### src/rtl/uart_rx_if.sv
// Byte-stream interface between uart_rx and its consumer (the UART register block).
// master = receiver side, slave = consumer side.
interface uart_rx_if;
   logic [7:0] data;
   logic       valid;
   logic       ready;
   logic       frame_err;
   logic       overrun;
   logic       busy;

   modport master (
      output data,
      output valid,
      output frame_err,
      output overrun,
      output busy,
      input  ready
   );

   modport slave (
      input  data,
      input  valid,
      input  frame_err,
      input  overrun,
      input  busy,
      output ready
   );
endinterface

### src/rtl/uart_rx.sv
// 8N1 UART receiver with 16x oversampling and a valid/ready byte output.
// Optional build macro UART_RX_FIFO_EN replaces the single holding register
// with a 4-entry FIFO; interface and timing are unchanged.
module uart_rx #(
   parameter int unsigned DIV = 54
) (
   input  logic       clk_i,
   input  logic       rst_i,
   input  logic       rx_i,
   uart_rx_if.master  bus
);

   localparam int unsigned CntW = (DIV > 1) ? $clog2(DIV) : 1;
   localparam logic [CntW-1:0] CntMax = CntW'(DIV - 1);

   typedef enum logic [2:0] {StIdle, StStart, StData, StStop, StWaitIdle} state_e;

   state_e          state_q, state_d;
   logic            rx_meta_q, rx_s_q;
   logic [CntW-1:0] cnt_q, cnt_d;
   logic [7:0]      idx_q, idx_d;     // ticks completed since START entry
   logic [2:0]      bit_q, bit_d;
   logic [7:0]      shift_q, shift_d;
   logic            tick;
   logic            stop_ok, stop_bad;
   logic            ferr_q, ferr_d;
   logic            ovr_q, ovr_d;
   logic            pop;

   // Two-flop synchronizer; idles high so reset never looks like a start bit
   always_ff @(posedge clk_i) begin
      if (rst_i) begin
         rx_meta_q <= 1'b1;
         rx_s_q    <= 1'b1;
      end else begin
         rx_meta_q <= rx_i;
         rx_s_q    <= rx_meta_q;
      end
   end

   // FSM and sampling-counter state registers
   always_ff @(posedge clk_i) begin
      if (rst_i) begin
         state_q <= StIdle;
         cnt_q   <= '0;
         idx_q   <= '0;
         bit_q   <= '0;
         shift_q <= '0;
      end else begin
         state_q <= state_d;
         cnt_q   <= cnt_d;
         idx_q   <= idx_d;
         bit_q   <= bit_d;
         shift_q <= shift_d;
      end
   end

   assign tick = (cnt_q == CntMax);

   // Next-state logic; tick index n fires with idx_q == n-1
   always_comb begin
      state_d  = state_q;
      cnt_d    = cnt_q;
      idx_d    = idx_q;
      bit_d    = bit_q;
      shift_d  = shift_q;
      stop_ok  = 1'b0;
      stop_bad = 1'b0;

      if (state_q != StIdle && state_q != StWaitIdle) begin
         cnt_d = tick ? '0 : cnt_q + CntW'(1);
         if (tick) idx_d = idx_q + 8'd1;
      end

      unique case (state_q)
         StIdle: begin
            cnt_d = '0;
            idx_d = '0;
            bit_d = '0;
            if (!rx_s_q) state_d = StStart;
         end
         StStart: begin
            // Mid start bit: still low means a real frame, else a glitch
            if (tick && idx_q == 8'd7) state_d = rx_s_q ? StIdle : StData;
         end
         StData: begin
            // Bit centres fall on ticks 24, 40, ..., 136 (idx low nibble == 7)
            if (tick && idx_q[3:0] == 4'd7) begin
               shift_d = {rx_s_q, shift_q[7:1]};
               bit_d   = bit_q + 3'd1;
               if (bit_q == 3'd7) state_d = StStop;
            end
         end
         StStop: begin
            if (tick && idx_q == 8'd151) begin
               if (rx_s_q) begin
                  stop_ok = 1'b1;
                  state_d = StIdle;
               end else begin
                  stop_bad = 1'b1;
                  state_d  = StWaitIdle;
               end
            end
         end
         StWaitIdle: begin
            // Line held low (break): wait for it to return high
            cnt_d = '0;
            idx_d = '0;
            if (rx_s_q) state_d = StIdle;
         end
         default: state_d = StIdle;
      endcase
   end

   assign ferr_d = stop_bad;

`ifdef UART_RX_FIFO_EN
   logic [7:0] mem_q [4];
   logic [7:0] mem_d [4];
   logic [1:0] wr_q, wr_d, rd_q, rd_d;
   logic [2:0] fcnt_q, fcnt_d;
   logic       push;

   assign pop  = (fcnt_q != 3'd0) && bus.ready;
   assign push = stop_ok && ((fcnt_q != 3'd4) || pop);

   // FIFO next-state: pointers wrap naturally at 2 bits
   always_comb begin
      mem_d  = mem_q;
      wr_d   = wr_q;
      rd_d   = rd_q;
      fcnt_d = fcnt_q;
      ovr_d  = stop_ok && !push;
      if (push) begin
         mem_d[wr_q] = shift_q;
         wr_d        = wr_q + 2'd1;
      end
      if (pop) rd_d = rd_q + 2'd1;
      case ({push, pop})
         2'b10:   fcnt_d = fcnt_q + 3'd1;
         2'b01:   fcnt_d = fcnt_q - 3'd1;
         default: fcnt_d = fcnt_q;
      endcase
   end

   // FIFO storage and flag pulse registers
   always_ff @(posedge clk_i) begin
      if (rst_i) begin
         for (int i = 0; i < 4; i++) mem_q[i] <= '0;
         wr_q   <= '0;
         rd_q   <= '0;
         fcnt_q <= '0;
         ferr_q <= 1'b0;
         ovr_q  <= 1'b0;
      end else begin
         mem_q  <= mem_d;
         wr_q   <= wr_d;
         rd_q   <= rd_d;
         fcnt_q <= fcnt_d;
         ferr_q <= ferr_d;
         ovr_q  <= ovr_d;
      end
   end

   assign bus.valid = (fcnt_q != 3'd0);
   assign bus.data  = mem_q[rd_q];
`else
   logic       hv_q, hv_d;
   logic [7:0] hd_q, hd_d;

   assign pop = hv_q && bus.ready;

   // Holding register: a same-cycle pop frees the slot for the new byte
   always_comb begin
      hv_d  = hv_q;
      hd_d  = hd_q;
      ovr_d = 1'b0;
      if (stop_ok) begin
         if (!hv_q || pop) begin
            hv_d = 1'b1;
            hd_d = shift_q;
         end else begin
            ovr_d = 1'b1;
         end
      end else if (pop) begin
         hv_d = 1'b0;
      end
   end

   // Holding register and flag pulse registers
   always_ff @(posedge clk_i) begin
      if (rst_i) begin
         hv_q   <= 1'b0;
         hd_q   <= '0;
         ferr_q <= 1'b0;
         ovr_q  <= 1'b0;
      end else begin
         hv_q   <= hv_d;
         hd_q   <= hd_d;
         ferr_q <= ferr_d;
         ovr_q  <= ovr_d;
      end
   end

   assign bus.valid = hv_q;
   assign bus.data  = hd_q;
`endif

   assign bus.frame_err = ferr_q;
   assign bus.overrun   = ovr_q;
   assign bus.busy      = (state_q != StIdle);

endmodule

### src/flat_wrapper.sv
// flat-port wrapper written by rule: the top's interface ports become plain ports
module uart_rx_flat 
#(
   parameter int unsigned DIV = 54
)
  (clk_i, rst_i, rx_i, bus_data, bus_valid, bus_frame_err, bus_overrun, bus_busy, bus_ready);
  uart_rx_if bus_i ();
  input  logic clk_i;
  input  logic rst_i;
  input  logic rx_i;
  output wire logic [$bits(bus_i.data)-1:0] bus_data;
  output wire logic [$bits(bus_i.valid)-1:0] bus_valid;
  output wire logic [$bits(bus_i.frame_err)-1:0] bus_frame_err;
  output wire logic [$bits(bus_i.overrun)-1:0] bus_overrun;
  output wire logic [$bits(bus_i.busy)-1:0] bus_busy;
  input wire logic [$bits(bus_i.ready)-1:0] bus_ready;
  assign bus_data = bus_i.data;
  assign bus_valid = bus_i.valid;
  assign bus_frame_err = bus_i.frame_err;
  assign bus_overrun = bus_i.overrun;
  assign bus_busy = bus_i.busy;
  assign bus_i.ready = bus_ready;
  uart_rx #(.DIV(DIV)) u_core (.clk_i(clk_i), .rst_i(rst_i), .rx_i(rx_i), .bus(bus_i));
endmodule
### config.mk
export PLATFORM = sky130hd
export DESIGN_NAME = uart_rx_flat
export DESIGN_NICKNAME = d
export VERILOG_FILES = /design/src/rtl/uart_rx_if.sv /design/src/rtl/uart_rx.sv /design/src/flat_wrapper.sv
export SDC_FILE = /design/constraint.sdc
export NUM_CORES = 1
export LEC_CHECK = 0
export BUFFER_PORTS_ARGS = -buffer_cell sky130_fd_sc_hd__clkbuf_2
export CAP_MARGIN = 15
export CORE_MARGIN = 3
export CORE_UTILIZATION = 40
export CTS_BUF_LIST = sky130_fd_sc_hd__clkbuf_16
export CTS_CLUSTER_SIZE = 10
export DETAILED_ROUTE_END_ITERATION = 8
export REMOVE_ABC_BUFFERS = 1
export SYNTH_ARGS = -nofsm -noshare
export SYNTH_HDL_FRONTEND = slang
export SYNTH_SLANG_ARGS = --single-unit
### constraint.sdc
create_clock -name clk_i -period 3.74 [get_ports clk_i]
set_input_delay 0.187 -clock clk_i [delete_from_list [all_inputs] [get_ports clk_i]]
set_output_delay 0.187 -clock clk_i [all_outputs]
set_load 0.02 [all_outputs]
==> results by stage, run 1 <==
Place:
- Before CTS, the worst setup slack after placement is between 1500 and 2000 ps.
- Detailed placement ended at an HPWL of between 2 and 2.5 mm.
- The number of buffer cells added on primary ports is 15.
- At the end of routability-driven placement, the weighted congestion stood at 0.768.

Power:
- The sequential share of power is 49.4%.
- The leakage dissipation is between 0.7 and 0.8 nW.
- The net switching power is ~0.22 mW.
- Internal power comes to 0.709 mW.
- In this run, the clock network consumes roughly 45% of the power.
- Total power for the finished layout comes to between 0.9 and 1 mW.
- Combinational logic is responsible for under 10% of the overall power.
- In this run switching power makes up 23.3% of total power.
- VDD sags by at most roughly 0.16 mV.
- The total power density per cell area is ~440 nW/um^2.

Route:
- In the detailed route, the total length drawn on met2 is around 1.2 mm.
- Signal routing reaches up to met4.
- In the final routed layout, each cell accounts on average for between 10 and 15 um.
- The detailed router put a total of between 1.5 and 2 mm of wire on met1.
- The number of remaining DRC errors is 0.
- Detailed routing placed a total of about 170 um of wire on met3.
- The first-pass iteration count of the detailed router is 4.
- Wires add up to 3.19 mm.
- Across all layers, the routed design uses 1,301 vias.
- The count of antenna-violating nets left after detailed routing is 0.
- The number of DRC violations after detailed-routing iteration 0 is just over 90.
- In the routed layout, each cell is associated on average with a via count of around 5.

Clock tree:
- The number of buffers inserted to repair setup after CTS is 0.
- TritonCTS built the clock tree.
- The number of buffers added by the clock tree synthesis step is 5.
- The clock tree synthesis step divided the H-tree into 2 levels.
- The clock transition time at the flip-flop clock pins of the worst setup and hold paths is roughly 60 ps.
- The number of clock sinks seen by CTS is slightly above 40.
- The number of buffers inserted by hold repair at cts is 0.
- CTS placed an instance of clkbuf_16 at the clock tree root.
- In this run the deepest clock path goes through 2 buffers.
- For the worst-skew pair, the clock arrives at the later sink with an insertion delay of 280 ps.
- In this run, post-CTS repair resized a total of 0 instances.

GRT:
- The global-route wire length before repair is 5.47 mm.
- The total track usage is around an eighth.
- The via count of the first global-routing pass is about 1,200.
- Entering global routing, the biggest net connects 38 pins.
- The total overflow left after global routing is 0.
- The initial antenna violation count is 0.

Timing:
- The worst slew margin relative to its limit is 43.1%.
- The final-layout setup total negative slack is 0 ps.
- For the final database, setup skew stands at approximately 3.2 ps.
- The clock period minus worst slack is ~2100 ps.
- Setup repair after global routing left no endpoint under its margin.
- For the pin with the worst max-slew slack, the measured transition is 846 ps.
- The final critical path takes up 56.5% of the cycle.
- The total setup violations reported at the end of the flow is 0.
- The count of endpoints failing hold in the final timing report is 0.
- For this run, the top clock speed supported by timing is about 470 MHz.
- The number of max-slew violations in the final report came to 0.
- Across all setup checks in the final design, the least slack found is ~1600 ps.

Critical path:
- The cell count of the worst reg-to-reg path is 5.
- The critical path class is reg -> reg.
- The worst setup path is captured at a flop.
- The arrival time of data at the critical path endpoint is 2330 ps.
- The worst endpoint required time is slightly below 4000 ps.
- The critical-path maximum fanout is 13.
- The worst setup path is launched from a flop.

Floorplanning:
- The die is roughly 75 um wide.
- The core region is ~4500 um^2.
- The row count is 24.
- Once the floorplan was initialized, standard cells occupied approximately 42% of the core.
- The floorplan step defined a die boundary enclosing 5610 um^2.
- 16 I/O pins were placed.
- The die boundary height is 74.9 um.

Synth:
- After Yosys synthesis, XOR and XNOR cells account for roughly 4.6% of the synthesized area.
- Of the total synthesized cell area, the portion taken by AND, OR, NAND and NOR gates is about 27%.
- The combinational family with the most area after synthesis is simple AND/OR/NAND/NOR gates.
- The synthesis-stage register bit count is between 40 and 50.
- The number of standard cells after synthesis is around 200.
- The compound-cell area share of the yosys netlist is around 7%.
- Of the total synthesized cell area, the portion taken by full adders, half adders and majority gates is between 3 and 4%.
- After synthesis, flip-flops and latches occupy roughly 43% of the total area.
- Yosys printed 0 warnings.
- The area of the mapped netlist is between 1500 and 2000 um^2.
- Synthesis instantiated 39 different standard cells from the library.
- The average instance in the mapped netlist occupies around 9.7 um^2.
- The multiplexer share of the synthesized area is about 10%.

Layout:
- The fraction of final layout cells with drive strength greater than 1 is between 10% and 20%.
- For this run, the post-layout net count is approximately 220.
- Relative to the synthesized area, the layout overhead comes to 11.1%.
- The diode insertion count for antenna repair is 0.

Run status:
- The run finished with clean final reports.

Hold path:
- The path type of the worst min-delay path is in -> reg.
- Along the worst hold path, the cell count comes to 2.

Run:
- The tool flagged a number of max-cap violations equal to 0.
==> cells by family after synthesis <==
| group | Yosys count |
|---|---|
| AO/OA/AOI/OAI | 19 |
| XOR/XNOR | 10 |
| adder cells (fa/ha/maj) | 5 |
| buffers and inverters | 17 |
| flip-flops | 41 |
| multiplexers | 19 |
| AND/OR/NAND/NOR | 85 |
==> sequential cells by signal, indices dropped and copies added (netlist names), 3 cells and up <==
register / cells
u_core.bus.data: 8
u_core.idx_q: 8
u_core.shift_q: 8
u_core.cnt_q: 6
u_core.bit_q: 3
u_core.state_q: 3
==> synthesized netlist by cell type <==
master	n	area share (%)
dfxtp_1	41	43
nor2_1	26	5.1
mux2i_1	18	9.5
nand2b_1	18	5.9
nand2_1	9	1.8
a21oi_1	6	1.6
xor2_1	6	2.8
clkbuf_1	5	0.99
ha_1	5	3.3
inv_1	5	0.99
or3_1	5	1.6
nand3_1	4	1.1
o21ai_0	4	1.1
xnor2_1	4	1.8
buf_2	3	0.79
nand3b_1	3	1.2
nor3_1	3	0.79
nor4_1	3	0.99
o2111ai_1	3	1.4
or2_2	3	0.99
buf_4	2	0.79
buf_6	2	1.2
nand4_1	2	0.66
a2111oi_2	1	0.79
a211o_1	1	0.46
a211oi_1	1	0.40
a311oi_1	1	0.46
and4_1	1	0.46
and4b_1	1	0.53
mux2_2	1	0.59
nand4_4	1	1.1
nand4b_1	1	0.46
nand4bb_1	1	0.59
nand4bb_4	1	1.4
nor3_2	1	0.53
nor4_4	1	1.1
o21a_1	1	0.40
o221a_2	1	0.59
or4_4	1	0.59
==> area by class of cell <==
| cell class | instances | area, um^2 |
|---|---|---|
| fillers | 428 | 2360 |
| clock buffers | 5 | 125 |
| clock inverters | 3 | 17.5 |
| flip-flops and latches | 41 | 821 |
| inverters | 5 | 18.8 |
| well taps | 52 | 65.1 |
| multi-input cells | 138 | 990 |
| repair buffers | 15 | 75.1 |
==> critical path, cell delays in order (launching register included) <==
cell	delay, ps
dfxtp_1	360
ha_1	260
nand4bb_4	170
nor4_4	780
mux2_2	410
nor2_1	70
==> placed cells by master (no fill, tap or decap), types with 4 or more instances in the layout <==
cell,netlist,final
a21oi_1,6,6
clkbuf_16,0,5
clkbuf_2,0,15
dfxtp_1,41,41
ha_1,5,5
inv_1,5,5
mux2i_1,18,18
nand2_1,9,9
nand2b_1,18,18
nand3_1,4,4
nor2_1,26,26
o21ai_0,4,4
or3_1,5,5
xnor2_1,4,4
xor2_1,6,6
==> worst paths after layout <==
path                                 from  slack (ps)                      endpoint
min reg2reg   u_core.rx_meta_q$_SDFF_PP1_         410      u_core.rx_s_q$_SDFF_PP1_
min                                  rx_i          80   u_core.rx_meta_q$_SDFF_PP1_
max reg2reg  u_core.idx_q[0]$_SDFFE_PP0P_        1630  u_core.bit_q[0]$_SDFFE_PP0P_
max          u_core.idx_q[0]$_SDFFE_PP0P_        1630  u_core.bit_q[0]$_SDFFE_PP0P_
==> power groups by stage <==
stage	sequential, mW	clock (mW)	combinational, mW
after floorplan	0.462	0	0.0407
after global placement	0.466	0	0.0568
after detailed placement	0.466	0	0.0567
after CTS	0.456	0.425	0.0567
after global routing	0.458	0.447	0.0637
final	0.457	0.411	0.0562
==> through the flow <==
stage                     instance area, um^2  hold slack [ps]  util, %  instances
final                                    2110             84.9     47.2        259
after global routing                     2110             88.2     47.2        259
after CTS                                2110             82.8     47.2        259
after detailed placement                 1970              371     44.0        251
after global placement                   1970              372     44.0        251
after floorplan                          1830              256        -        184
==> layer usage <==
layer	vias to the layer above	track usage, %
met4	0	5.34
met1	573	18.4
met5	-	0
met3	6	4.67
met2	23	17.4
li1	699	-
(Power assumes the default switching activity.)
==> run 2, diff against run 1 <==
==> constraint.sdc (replaced) <==
create_clock -name clk_i -period 2.2 [get_ports clk_i]
set_input_delay 0.11 -clock clk_i [delete_from_list [all_inputs] [get_ports clk_i]]
set_output_delay 0.11 -clock clk_i [all_outputs]
set_load 0.02 [all_outputs]
==> results by stage, run 2 (synthesis gave the netlist of run 1 again) <==
Timing:
- The highest achievable clock rate is 518 MHz (+9.5%).
- The slew at the pin closest to its max-slew limit is 627 ps (-219 ps).
- The post-route clock skew is 4.90 ps (+1.74 ps).
- Setup repair after global routing left no endpoint under its margin.
- The total setup violations reported at the end of the flow is 0 (unchanged).
- The clock period minus worst slack is 1930 ps (-183 ps).
- The setup slack of the critical path after layout is 269 ps (-1360 ps).
- The count of endpoints failing hold in the final timing report was 0 (unchanged).
- The final-layout setup total negative slack is 0 ps (unchanged).
- The number of max-slew violations in the final report is 0 (unchanged).
- The worst slew margin relative to its limit is 58.2% (+15 points).
- The final critical-path share of the clock period is 87.8% (+31 points).

GRT:
- The total track usage is 12.9% (+0.029 points).
- The sum of overflow across all layers after global routing came to 0 (unchanged).
- The maximum number of pins on one net before global-route repair is 38 (unchanged).
- The initial antenna violation count is 0 (unchanged).
- The via count of the first global-routing pass is 1,173 (-2.2%).
- The global-route wire length before repair was 5.44 mm (-0.62%).

Power:
- The leakage dissipation is 0.754 nW (+3.5%).
- The part of the power in combinational logic is 5.6% (-0.5 points).
- The total power density per cell area came to 790 nW/um^2 (+81%).
- The sequential share of power is 45.4% (-4.0 points).
- The proportion of power drawn by the clock network was 49.0% (+4.5 points).
- The net switching power was 0.383 mW (+78%).
- The internal power came to 1.33 mW (+87%).
- The switching share of power is 22.4% (-0.87 points).
- The total power of the final layout came to 1.71 mW (+85%).
- The largest voltage drop on the vdd net is 0.480 mV (+190%).

Critical path:
- The worst path buffer plus inverter count is 0 (unchanged).
- STA classifies the critical path startpoint as a flop.
- The arrival time of data at the critical path endpoint came to 2140 ps (-190 ps).
- The maximum single-stage delay on the critical path is 550 ps (-230 ps).
- The slowest stage of the critical path belongs to the cell and4_1.
- The type of destination of the critical path is a flop.
- The kind of cell with the highest combined delay on the critical path is simple AND/OR/NAND/NOR gates.
- The worst endpoint required time is 2410 ps (-1540 ps).
- The critical path goes through ha_1, nand4bb_4, nor3_1, and4_1, mux2i_1.
- The critical path class is reg -> reg.
- The critical-path maximum fanout came to 8 (-5).

Run:
- The reported max-cap violation count is 0 (unchanged).

Floorplanning:
- The starting density of the core came to 42.5% (unchanged).
- The core region area is 4470 um^2 (unchanged).
- The row count is 24 (unchanged).
- The floorplan die width was 74.9 um (unchanged).
- The die boundary height is 74.9 um (unchanged).
- The area of the die is 5610 um^2 (unchanged).
- The number of I/O pins was 16 (unchanged).

Route:
- The number of remaining DRC errors is 0 (unchanged).
- The number of DRC violations after detailed-routing iteration 0 is 72 (-21%).
- The first-pass iteration count of the detailed router is 4 (unchanged).
- The count of antenna-violating nets left after detailed routing is 0 (unchanged).
- The number of vias in the routed layout is 1,355 (+4.2%).
- The vias per cell is 5.17 (+3.0%).
- The post-detailed-routing wire length came to 3.37 mm (+5.6%).
- The average detailed-routed wire length per instance came to 12.9 um (+4.4%).

Clock tree:
- The maximum buffer depth of the clock tree is 2 (unchanged).
- The number of gates given a new drive strength after cts was 0 (unchanged).
- The clock latency of the later-clocked register in the worst-skew pair came to 280 ps (about the same).
- The maximum level of the CTS H-tree is 2 (unchanged).
- The number of clock sinks seen by CTS is 41 (unchanged).
- The clock transition time at the flip-flop clock pins of the worst setup and hold paths is 60 ps (about the same).
- The number of buffers added by the clock tree synthesis step is 5 (unchanged).
- The number of buffers inserted to repair setup after CTS is 0 (unchanged).
- The number of buffers inserted by hold repair at cts is 0 (unchanged).
- The clock tree root driver cell is clkbuf_16.
- The TritonCTS clock tree is yes.

Place:
- The pre-CTS worst setup slack is 268 ps (-1370 ps).
- The half-perimeter wire length of the detailed placement result was 2.30 mm (+6.0%).
- The post-placement cell area is 1990 um^2 (+1.1%).
- The routability-driven placement congestion ratio is 0.762 (-0.81%).
- The number of buffer cells added on primary ports is 15 (unchanged).

Hold path:
- The path type of the worst min-delay path is in -> reg.

Layout:
- The most common cell after layout, fill and taps aside is dfxtp_1.
- The final standard cell area without fillers is 2160 um^2 (+2.4%).
- The fraction of final layout cells with drive strength greater than 1 came to 17.6% (+1.7 points).
- The diode insertion count for antenna repair is 0 (unchanged).
- The top cell types in the final layout, fill and taps aside, are dfxtp_1, nor2_1, nand2b_1, mux2i_1, clkbuf_2.
- The area overhead of the layout relative to synthesis is 13.8%.
- The total of fill cells in the finished design is 444 (+3.7%).
- The final-stage net count is 218 (+1.4%).

Run status:
- The run finished with clean final reports.
==> run 2: power by group through the flow <==
stage / logic (mW) / clock network (mW) / registers, mW
final: 0.0961 / 0.837 / 0.776
after global routing: 0.108 / 0.888 / 0.778
after CTS: 0.0980 / 0.855 / 0.775
after detailed placement: 0.0966 / 0 / 0.792
after global placement: 0.0967 / 0 / 0.792
after floorplan: 0.0691 / 0 / 0.785
==> run 2: final timing paths <==
check,end,startpoint,slack (ps),depth (start not counted)
setup / recovery,u_core.bus.data[6]$_SDFFE_PP0P_,u_core.idx_q[0]$_SDFFE_PP0P_,270,5
hold / removal,u_core.rx_meta_q$_SDFF_PP1_,rx_i,7,2
setup reg to reg,u_core.bus.data[6]$_SDFFE_PP0P_,u_core.idx_q[0]$_SDFFE_PP0P_,270,5
hold reg to reg,u_core.rx_s_q$_SDFF_PP1_,u_core.rx_meta_q$_SDFF_PP1_,410,1
==> run 2: per-layer routing <==
layer,up-vias,GRT usage (%),part of all wire (%)
met4,0,6.92,1.6
met2,17,18.3,43
met1,633,17.9,53
met3,5,3.47,3.1
li1,700,-,-
met5,-,0,0
==> run 2: per-stage QoR <==
stage	hold WS (ps)	std cells	utilization, %
after CTS	3.83	262	48.4
final	7.37	262	48.4
after global routing	4.21	262	48.4
after detailed placement	295	254	44.5
after global placement	297	254	44.5
after floorplan	179	184	-
==> run 2: final cells by class <==
type	count	area, um^2	area share, %
well taps	52	65.1	3.01
multi-input cells	138	990	45.7
flip-flops and latches	41	821	37.9
inverters	5	18.8	0.868
repair buffers	18	97.6	4.51
clock inverters	3	46.3	2.14
clock buffers	5	125	5.78
==> run 3, diff against run 2 <==
--- a/config.mk
+++ b/config.mk
@@ -9,7 +9,6 @@
 export CAP_MARGIN = 15
 export CORE_MARGIN = 3
 export CORE_UTILIZATION = 40
-export CTS_BUF_LIST = sky130_fd_sc_hd__clkbuf_16
 export CTS_CLUSTER_SIZE = 10
 export DETAILED_ROUTE_END_ITERATION = 8
 export REMOVE_ABC_BUFFERS = 1
==> constraint.sdc (replaced) <==
create_clock -name clk_i -period 2.2 [get_ports clk_i]
set_input_delay 0.44 -clock clk_i [delete_from_list [all_inputs] [get_ports clk_i]]
set_output_delay 0.44 -clock clk_i [all_outputs]
set_load 0.02 [all_outputs]
==> results by stage, run 3 (synthesis gave the netlist of run 1 again) <==
Floorplanning:
- The floorplan die width came to 74.9 um (unchanged).
- The row count is 24 (unchanged).
- The number of I/O pins is 16 (unchanged).
- The core region area came to 4470 um^2 (unchanged).
- The starting density of the core is 42.5% (unchanged).
- The die boundary height is 74.9 um (unchanged).
- The area of the die was 5610 um^2 (unchanged).

GRT:
- The maximum number of pins on one net before global-route repair is 26 (-32%).
- The global-route wire length before repair came to 5.29 mm (-2.7%).
- The via count of the first global-routing pass is 1,176 (+0.26%).
- The initial antenna violation count is 0 (unchanged).
- The total track usage came to 12.7% (-0.27 points).
- The sum of overflow across all layers after global routing is 0 (unchanged).

Clock tree:
- TritonCTS built the clock tree.
- The clock tree root driver cell is clkbuf_8.
- The number of buffers inserted by hold repair at cts was 0 (unchanged).
- The number of gates given a new drive strength after cts is 0 (unchanged).
- The maximum buffer depth of the clock tree was 2 (unchanged).
- The number of buffers added by the clock tree synthesis step was 5 (unchanged).
- The number of clock sinks seen by CTS is 41 (unchanged).
- The maximum level of the CTS H-tree was 2 (unchanged).
- The clock latency of the later-clocked register in the worst-skew pair is 300 ps (+20 ps).
- The number of buffers inserted to repair setup after CTS is 0 (unchanged).
- The clock transition time at the flip-flop clock pins of the worst setup and hold paths is 80 ps (+20 ps).

Route:
- The post-detailed-routing wire length came to 3.25 mm (-3.4%).
- The average detailed-routed wire length per instance came to 12.4 um (-3.8%).
- The count of antenna-violating nets left after detailed routing is 0 (unchanged).
- The number of vias in the routed layout was 1,333 (-1.6%).
- The first-pass iteration count of the detailed router was 5 (+1).
- The number of DRC violations after detailed-routing iteration 0 is 83 (+15%).
- The number of remaining DRC errors came to 0 (unchanged).
- The vias per cell was 5.07 (-2.0%).

Timing:
- The slew at the pin closest to its max-slew limit came to 496 ps (-131 ps).
- The clock period minus worst slack is 1880 ps (-54.2 ps).
- The post-route clock skew is 9.01 ps (+4.10 ps).
- Setup repair after global routing left no endpoint under its margin.
- The minimum hold slack is 321 ps (+313 ps).
- The count of endpoints failing hold in the final timing report is 0 (unchanged).
- The final-layout setup total negative slack is 0 ps (unchanged).
- The final critical-path share of the clock period is 85.3% (-2.5 points).
- The worst slew margin relative to its limit is 66.9% (+8.7 points).
- The highest achievable clock rate came to 533 MHz (+2.9%).
- The total setup violations reported at the end of the flow came to 0 (unchanged).
- The number of max-slew violations in the final report was 0 (unchanged).

Critical path:
- The startpoint of the worst register-to-register path is u_core.idx_q[0]$_SDFFE_PP0P_.
- The setup slack on the worst flop-to-flop path was 320 ps (+50 ps).
- The cell count of the worst reg-to-reg path is 5 (unchanged).
- The critical-path maximum fanout is 8 (unchanged).
- The worst setup path is launched from a flop.
- The arrival time of data at the critical path endpoint is 2110 ps (-30 ps).
- The endpoint identified for the worst register-to-register timing path is u_core.bus.data[2]$_SDFFE_PP0P_.
- The first element of the critical path is u_core.idx_q[0]$_SDFFE_PP0P_.
- STA classifies the critical path endpoint as a flop.
- The worst endpoint required time is 2430 ps (+20 ps).
- The critical path is of the reg -> reg type.
- The critical path ends at u_core.bus.data[2]$_SDFFE_PP0P_.

Layout:
- The final design utilization came to 47.4% (-0.98 points).
- In the layout the commonest cells are dfxtp_1, nor2_1, nand2b_1, mux2i_1, clkbuf_2.
- The final-stage net count came to 219 (+0.46%).
- The fraction of final layout cells with drive strength greater than 1 is 18.0% (+0.39 points).
- The diode insertion count for antenna repair is 0 (unchanged).
- The number of non-filler instances in the completed layout was 263 (+0.38%).
- The area overhead of the layout relative to synthesis is 11.5%.
- Leaving out fill and tap cells, the most frequent cell in the layout is dfxtp_1.

Place:
- The routability-driven placement congestion ratio is 0.758 (-0.54%).
- The number of cells after detailed placement was 255 (+0.39%).
- The half-perimeter wire length of the detailed placement result is 2.28 mm (-0.90%).
- The number of buffer cells added on primary ports came to 15 (unchanged).

Run:
- The reported max-cap violation count was 0 (unchanged).

Power:
- The net switching power is 0.347 mW (-9.4%).
- The internal power came to 1.16 mW (-13%).
- The sequential share of power is 51.6% (+6.2 points).
- The proportion of power drawn by the clock network came to 42.1% (-6.9 points).
- The total power density per cell area came to 710 nW/um^2 (-10%).
- The leakage dissipation is 0.737 nW (-2.4%).
- The switching share of power was 23.1% (+0.63 points).
- The part of the power in combinational logic came to 6.4% (+0.8 points).
- The largest voltage drop on the vdd net was 0.311 mV (-35%).

Hold path:
- The min-delay analysis places its worst path in the category in -> reg.
- The worst hold path stage count is 2 (unchanged).

Run status:
- The flow ran to the end, and the final reports show no timing, DRC or antenna violations.
run 3: cell count changes in the layout (fill, tap and decap cells not counted), sizes merged:
cell	delta
clkinv	-1
buf	+1
clkbuf	+1
run 3: metal layers:
metal	part of all wire, %	up-vias	wire length, um	GRT usage (%)
met5	0	-	0	0
met4	1.8	0	59	7.31
met3	2.9	7	95	3.34
met2	43	15	1400	18.5
met1	52	609	1700	16.8
li1	-	702	-	-
run 3: per-stage QoR:
stage               power, mW  setup WS [ps]  area, um^2
floorplan               0.854            279        1830
global placement        0.890            325        2000
detailed placement      0.891            294        2000
CTS                      1.53            277        2120
global route             1.57            112        2120
finish                   1.51            323        2120
run 3: worst min-delay path by stage:
stage                                      startpoint                     endpoint  slack [ps]
final                                            rx_i  u_core.rx_meta_q$_SDFF_PP1_         320
after global routing                             rx_i  u_core.rx_meta_q$_SDFF_PP1_         320
after CTS                                        rx_i  u_core.rx_meta_q$_SDFF_PP1_         310
after global placement    u_core.rx_meta_q$_SDFF_PP1_     u_core.rx_s_q$_SDFF_PP1_         390
after detailed placement  u_core.rx_meta_q$_SDFF_PP1_     u_core.rx_s_q$_SDFF_PP1_         390
after floorplan           u_core.rx_meta_q$_SDFF_PP1_     u_core.rx_s_q$_SDFF_PP1_         390
run 3: worst max-delay path, stage by stage (launching register included):
cell and delay (ps):
dfxtp_1 380, ha_1 260, nand4bb_4 160, nor3_1 270, and4_1 520, mux2i_1 230
run 3: area by class of cell:
type / instances / area [um^2]
Tap cell: 52 / 65.1
Clock buffer: 6 / 82.6
Inverter: 5 / 18.8
Multi-Input combinational cell: 138 / 990
Fill cell: 447 / 2350
Clock inverter: 2 / 37.5
Sequential cell: 41 / 821
Timing Repair Buffer: 19 / 105
run 3: power groups by stage:
stage	combinational [mW]	clock (mW)	sequential [mW]
floorplan	0.0691	0	0.785
finish	0.0958	0.633	0.777
CTS	0.0981	0.651	0.776
global placement	0.0979	0	0.792
global route	0.107	0.679	0.779
detailed placement	0.0975	0	0.793
